===== src/rtl/gate_check_pkg.sv =====
// ---------------------------------------------------------------------------
// gate_check_pkg : shared FSM states and vector constants for the gate checker
// Revision: 1.0
// ---------------------------------------------------------------------------
`default_nettype none

package gate_check_pkg;

    typedef enum logic [1:0] {
        IDLE   = 2'd0,
        WAIT   = 2'd1,
        SAMPLE = 2'd2,
        DONE   = 2'd3
    } state_e;

    localparam logic [1:0]  VEC_FIRST      = 2'b00;
    localparam logic [1:0]  VEC_LAST       = 2'b11;
    localparam int unsigned SETTLE_DEFAULT = 1;

endpackage

`default_nettype wire


===== src/rtl/settle_timer.sv =====
// ---------------------------------------------------------------------------
// settle_timer : loadable down-counter, flags the last cycle of a settle window
// Revision: 1.0
// ---------------------------------------------------------------------------
`default_nettype none

module settle_timer (
    input  logic       clk,
    input  logic       rst_n,
    input  logic       load,
    input  logic [3:0] cnt_init,
    output logic       expired
);

    logic [3:0] cnt_q;
    logic [3:0] cnt_d;

    always_comb begin
        cnt_d = cnt_q;
        if (load) begin
            cnt_d = cnt_init;
        end else if (cnt_q != 4'd0) begin
            cnt_d = cnt_q - 4'd1;
        end
    end

    always_ff @(posedge clk or negedge rst_n) begin
        if (!rst_n) begin
            cnt_q <= 4'd0;
        end else begin
            cnt_q <= cnt_d;
        end
    end

    // High during the final held cycle, so the next edge leaves the window.
    assign expired = (cnt_q == 4'd1);

endmodule

`default_nettype wire


===== src/rtl/gate_check_sequencer.sv =====
// ---------------------------------------------------------------------------
// gate_check_sequencer : walks a 2-input gate through 00..11, compares it
// against a golden model and reports error count and first failing vector.
// Revision: 1.0
// ---------------------------------------------------------------------------
`default_nettype none

module gate_check_sequencer
    import gate_check_pkg::*;
#(
    parameter int unsigned SETTLE = SETTLE_DEFAULT
) (
    input  logic       clk,
    input  logic       rst_n,
    input  logic       start,
    input  logic       dut_s,
    input  logic       ref_s,
    output logic       x,
    output logic       y,
    output logic       busy,
    output logic       done,
    output logic       pass,
    output logic [2:0] err_cnt,
    output logic [1:0] first_fail,
    output logic       fail_valid
);

    state_e     state_q, state_d;
    logic [1:0] vec_q, vec_d;
    logic [2:0] err_cnt_q, err_cnt_d;
    logic [1:0] first_fail_q, first_fail_d;
    logic       fail_valid_q, fail_valid_d;
    logic       pass_q, pass_d;
    logic [1:0] xy_q, xy_d;
    logic       busy_q, busy_d;
    logic       done_q, done_d;
    logic       timer_load;
    logic       timer_expired;

    settle_timer u_settle_timer (
        .clk      (clk),
        .rst_n    (rst_n),
        .load     (timer_load),
        .cnt_init (4'(SETTLE)),
        .expired  (timer_expired)
    );

    always_comb begin
        state_d      = state_q;
        vec_d        = vec_q;
        err_cnt_d    = err_cnt_q;
        first_fail_d = first_fail_q;
        fail_valid_d = fail_valid_q;
        pass_d       = pass_q;
        timer_load   = 1'b0;
        case (state_q)
            IDLE: begin
                if (start) begin
                    state_d      = WAIT;
                    vec_d        = VEC_FIRST;
                    timer_load   = 1'b1;
                    err_cnt_d    = 3'd0;
                    first_fail_d = 2'b00;
                    fail_valid_d = 1'b0;
                    pass_d       = 1'b0;
                end
            end
            WAIT: begin
                if (timer_expired) begin
                    state_d = SAMPLE;
                end
            end
            SAMPLE: begin
                if (dut_s != ref_s) begin
                    err_cnt_d = err_cnt_q + 3'd1;
                    if (!fail_valid_q) begin
                        first_fail_d = vec_q;
                        fail_valid_d = 1'b1;
                    end
                end
                // The verdict must include the mismatch of this final sample.
                if (vec_q == VEC_LAST) begin
                    state_d = DONE;
                    pass_d  = (err_cnt_d == 3'd0);
                end else begin
                    vec_d      = vec_q + 2'd1;
                    timer_load = 1'b1;
                    state_d    = WAIT;
                end
            end
            DONE: begin
                state_d = IDLE;
            end
            default: begin
                state_d = IDLE;
            end
        endcase
    end

    // Outputs are decoded from the next state so they register with it.
    always_comb begin
        busy_d = (state_d == WAIT) || (state_d == SAMPLE);
        done_d = (state_d == DONE);
        xy_d   = busy_d ? vec_d : 2'b00;
    end

    always_ff @(posedge clk or negedge rst_n) begin
        if (!rst_n) begin
            state_q      <= IDLE;
            vec_q        <= VEC_FIRST;
            err_cnt_q    <= 3'd0;
            first_fail_q <= 2'b00;
            fail_valid_q <= 1'b0;
            pass_q       <= 1'b0;
            xy_q         <= 2'b00;
            busy_q       <= 1'b0;
            done_q       <= 1'b0;
        end else begin
            state_q      <= state_d;
            vec_q        <= vec_d;
            err_cnt_q    <= err_cnt_d;
            first_fail_q <= first_fail_d;
            fail_valid_q <= fail_valid_d;
            pass_q       <= pass_d;
            xy_q         <= xy_d;
            busy_q       <= busy_d;
            done_q       <= done_d;
        end
    end

    assign x          = xy_q[1];
    assign y          = xy_q[0];
    assign busy       = busy_q;
    assign done       = done_q;
    assign pass       = pass_q;
    assign err_cnt    = err_cnt_q;
    assign first_fail = first_fail_q;
    assign fail_valid = fail_valid_q;

endmodule

`default_nettype wire


===== config.mk =====
export PLATFORM = sky130hd
export DESIGN_NAME = gate_check_sequencer
export DESIGN_NICKNAME = d
export VERILOG_FILES = /design/src/rtl/gate_check_pkg.sv /design/src/rtl/settle_timer.sv /design/src/rtl/gate_check_sequencer.sv
export SDC_FILE = /design/constraint.sdc
export NUM_CORES = 1
export LEC_CHECK = 0
export CORE_MARGIN = 1.5
export CORE_UTILIZATION = 25
export CTS_CLUSTER_DIAMETER = 80
export DETAILED_ROUTE_END_ITERATION = 8
export GPL_TIMING_DRIVEN = 0
export PLACE_DENSITY = 0.44
export SETUP_SLACK_MARGIN = 0.05
export SLEW_MARGIN = 0
export SYNTH_ARGS = -nofsm -noshare
export SYNTH_HDL_FRONTEND = slang
export SYNTH_SLANG_ARGS = --single-unit

===== constraint.sdc =====
create_clock -name clk -period 1.4 [get_ports clk]
set_input_delay 0.35 -clock clk [delete_from_list [all_inputs] [get_ports clk]]
set_output_delay 0.35 -clock clk [all_outputs]
set_load 0.005 [all_outputs]

==> impl_summary.txt <==
----------------------------------------------------
[Routing]
  Detail-routed via count per cell ... 4.51
  Detailed Route Iter0 Violations ... 19
  Vias ... 767
  1st-pass router iterations ... 4
  WL final ... 2030 um
  Number of nets with antenna violations after routing ... 0
  Remaining design rule violation count ... 0
  DR WL/cell ... 11.9 um

[Floorplanning]
  Cell Rows ... 22
  Total Die Area ... 0.00415 mm2
  Die extent in x ... 64.4 um
  Placeable core area ... 0.00363 mm2
  Effective utilization at floorplan ... 25.9%
  Count of boundary I/O pins ... 16
  Die height ... 64.4 um

[Finish]
  Filler cell count ... 383
  Final nets ... 133
  Area taken by multi-input logic gates ... 556 um2
  Area grow syn2layout ... 51.1%
  Fraction of final layout cells with drive strength greater than 1 ... 36.1%
  Storage cell area ... 479 um2
  Share of the core filled with cells ... 39.2%
  Antenna diode count ... 0

[Yosys]
  Yosys cell types ... 31
  Mean area per synthesized cell ... 10.7 um2
  Dominant combinational cell family by area after synthesis ... simple AND/OR/NAND/NOR gates
  Number of synthesis warnings ... 0
  Part of the Yosys area used for sequential elements ... 50.5%
  Post-synthesis mux area share ... 4.91%
  FF+latch count, synth ... 19
  Syn_nets ... 98
  Fraction of the mapped netlist area in simple logic gates ... 18.9%
  Gate count of the mapped netlist ... 88
  Compound-Gate Fraction of Synth Area ... 13.5%
  Post-synthesis adder-cell area fraction ... 6.64%
  Cell area after synthesis ... 942 um2
  Post-synthesis share of cell area spent on xor and xnor gates ... 3.59%

[Placed design]
  Global placement routability congestion ... 0.724
  Pre-CTS setup slack ... -526 ps
  Detailed placer's ending HPWL ... 1290 um
  Total of buffers placed on input and output ports ... 15

[Timing]
  Final Critical Period ... 1330 ps
  Worst max-slew margin expressed relative to the limit ... 43.3%
  Finish-stage setup viols ... 0
  Number of pins with negative max-slew slack in the final report ... 0
  Part of the cycle the worst path needs ... 95.4%
  Sum of negative setup slack ... 0 ps
  Fin. Hold Viols ... 0
  Post-route worst hold slack ... 186 ps
  Unrepaired setup endpoints after global routing ... yes
  Worst Max-Slew Pin Slew ... 849 ps
  Post-route clock skew ... 1.64 ps
  FMAX ... 749 MHz
  Final worst-path setup slack ... 65.0 ps

[Worst setup path]
  Source of the worst register-to-register timing path ... err_cnt[1]
  Buf+Inv Stages, Crit Path ... 1
  Origin of the worst setup path ... err_cnt[1]
  Type of element capturing the critical path ... flip-flop
  Reg-to-reg slack, setup ... 70 ps
  Arrival @ worst endpoint ... 1480 ps
  Crit path max fanout ... 2
  Worst setup path category ... flip-flop to flip-flop
  Master of the slowest instance on the critical path ... sky130_fd_sc_hd__dfrtp_1
  Critical Path Source Type ... flip-flop
  Total number of cells along the worst setup path ... 5
  Required time at the worst-slack endpoint ... 1550 ps
  Capturing element of the worst setup path ... err_cnt[2]
  Critical Path, Cell by Cell ... buf_6, ha_4, nand2b_4, mux2_4, a22o_1
  Critical Path Max Stage Delay ... 400 ps
  Reg-to-reg endpoint ... err_cnt[2]
  Crit path max-delay family ... flip-flops
  Cell depth of the worst flop-to-flop path ... 5

[Power]
  Worst vdd rail ir drop ... 0.587 mV
  Total power after layout ... 2600 uW
  PwrDens ... 1820 mW/mm2
  Static power due to leakage ... 0.000686 uW

[Clocking]
  Clk sink count ... 19
  TritonCTS Buffers ... 3
  Number of buffers on the longest clock path ... 2
  TritonCTS clock tree ... done
  Number of hold-repair buffers added at the cts stage ... 0
  H-tree depth reported by CTS ... 1
  CTS root buf ... sky130_fd_sc_hd__clkbuf_8
  Latest clock arrival within the worst-skew pair ... 260 ps
  Clock input transition at the sequential cells of the worst setup and hold paths ... 70 ps

[GRT]
  Global-route wire length before repair ... 3330 um
  Vias in the first global route ... 731
  Largest net degree at the start of global routing ... 20
  Final global-route overflow total ... 0
  Antenna violations before repair ... 0
  Total routing resource utilization after global routing ... 10.4%

[Run status]
  Result of the run ... finished clean

[Worst hold path]
  Kind of path behind the tightest hold check ... primary input to async pin

[Job]
  Max-cap viol count ... 0

----------------------------------------------------
-- stage by stage --
stage / instances / area (um2)
floorplan: 88 / 953
global placement: 151 / 1160
detailed placement: 151 / 1160
CTS: 165 / 1320
global route: 170 / 1420
finish: 170 / 1420
-- state kept, by name, indices dropped and copies added, names as in the netlist --
| signal | count |
|---|---|
| xy_q | 2 |
| busy | 1 |
| u_settle_timer.cnt_q | 4 |
| state_q | 2 |
| vec_q | 2 |
| pass | 1 |
| err_cnt | 3 |
| done | 1 |
| first_fail | 2 |
| fail_valid | 1 |
-- cell usage after synthesis (all sizes together) --
| cell | count | area share [%] |
|---|---|---|
| nand2 | 9 | 3.6 |
| a21oi | 5 | 2.7 |
| o221ai | 1 | 0.93 |
| inv | 4 | 1.6 |
| nor3b | 1 | 0.80 |
| nand3b | 1 | 0.80 |
| o211ai | 1 | 0.80 |
| clkbuf | 1 | 0.40 |
| a22o | 4 | 3.9 |
| nor2 | 7 | 2.8 |
| mux2i | 2 | 2.1 |
| nor3 | 1 | 0.53 |
| nand2b | 7 | 5.4 |
| xnor2 | 3 | 3.6 |
| dfrtp | 19 | 50 |
| nor2b | 1 | 0.66 |
| mux2 | 2 | 2.8 |
| nand3 | 2 | 1.1 |
| o21ai | 4 | 2.1 |
| a211oi | 1 | 0.80 |
| ha | 5 | 6.6 |
| a31oi | 1 | 0.66 |
| or3 | 2 | 1.9 |
| o311ai | 1 | 0.93 |
| o31ai | 1 | 0.80 |
| and2 | 2 | 1.3 |
-- logic make-up after synthesis --
family	count (synthesis)
XOR/XNOR	3
flip-flops	19
buffers and inverters	5
adder cells (fa/ha/maj)	5
multiplexers	4
AND/OR/NAND/NOR	33
AO/OA/AOI/OAI	19
-- layout by cell type, fill, tap and decap left out, types with 2 or more instances in the layout --
| master | Yosys | final |
|---|---|---|
| sky130_fd_sc_hd__mux2i_1 | 2 | 2 |
| sky130_fd_sc_hd__nor2_1 | 7 | 6 |
| sky130_fd_sc_hd__dlygate4sd2_1 | 0 | 14 |
| sky130_fd_sc_hd__inv_1 | 4 | 3 |
| sky130_fd_sc_hd__buf_6 | 0 | 4 |
| sky130_fd_sc_hd__buf_4 | 0 | 11 |
| sky130_fd_sc_hd__ha_4 | 0 | 3 |
| sky130_fd_sc_hd__dfrtp_1 | 19 | 16 |
| sky130_fd_sc_hd__a22o_1 | 3 | 3 |
| sky130_fd_sc_hd__nand2_1 | 9 | 7 |
| sky130_fd_sc_hd__ha_1 | 5 | 2 |
| sky130_fd_sc_hd__clkbuf_8 | 0 | 3 |
| sky130_fd_sc_hd__xnor2_1 | 2 | 2 |
| sky130_fd_sc_hd__a21oi_1 | 5 | 5 |
| sky130_fd_sc_hd__dfrtp_2 | 0 | 3 |
| sky130_fd_sc_hd__and2_4 | 0 | 2 |
| sky130_fd_sc_hd__o21ai_0 | 4 | 2 |
| sky130_fd_sc_hd__o21ai_4 | 0 | 2 |
| sky130_fd_sc_hd__nand2b_1 | 6 | 6 |
-- metal layers --
layer	routed length, um	GRT usage [%]	up-vias
met1	966	13.7	371
met2	967	16.5	17
met3	87	4.23	2
met5	0	0	-
met4	8	1.60	0
li1	-	-	377
-- worst min path at each step --
| stage | to | slack, ps |
|---|---|---|
| 4_1_cts | fail_valid | 520 |
| 3_3_place_gp | fail_valid | 510 |
| 2_1_floorplan | busy | 50 |
| 3_5_place_dp | fail_valid | 500 |
| 5_1_grt | u_settle_timer.cnt_q[2] | 270 |
| 6_report | u_settle_timer.cnt_q[2] | 190 |
-- final cells by class --
class                      instances  area share, %
buffer                             1          0.351
clock buffer                       3           2.90
clock inverter                     1          0.351
inverter                           4           1.05
multi-input combinational         64           39.0
sequential                        19           33.7
tap                               48           4.22
timing repair buffer              30           18.5
-- worst reg2reg max path: stages (launching register included) --
cell                       delay (ps)
sky130_fd_sc_hd__dfrtp_1          400
sky130_fd_sc_hd__buf_6            130
sky130_fd_sc_hd__ha_4             150
sky130_fd_sc_hd__nand2b_4          70
sky130_fd_sc_hd__mux2_4           290
sky130_fd_sc_hd__a22o_1           170
-- what timing repair did --
action	CTS	global route
endpoints found under the setup margin	25	13
pin swaps	4	7
setup buffers	10	5
endpoints found under the hold margin	0	0
resized for setup	26	19
-- where the power goes --
group | leakage [uW] | internal [uW] | switching, uW | total, uW
logic | 0.000414 | 712 | 631 | 1340
clock network | 0.0000255 | 198 | 187 | 385
registers | 0.000246 | 724 | 146 | 870
total | 0.000686 | 1630 | 964 | 2600
Note: power is estimated with default switching activity, not from simulation.
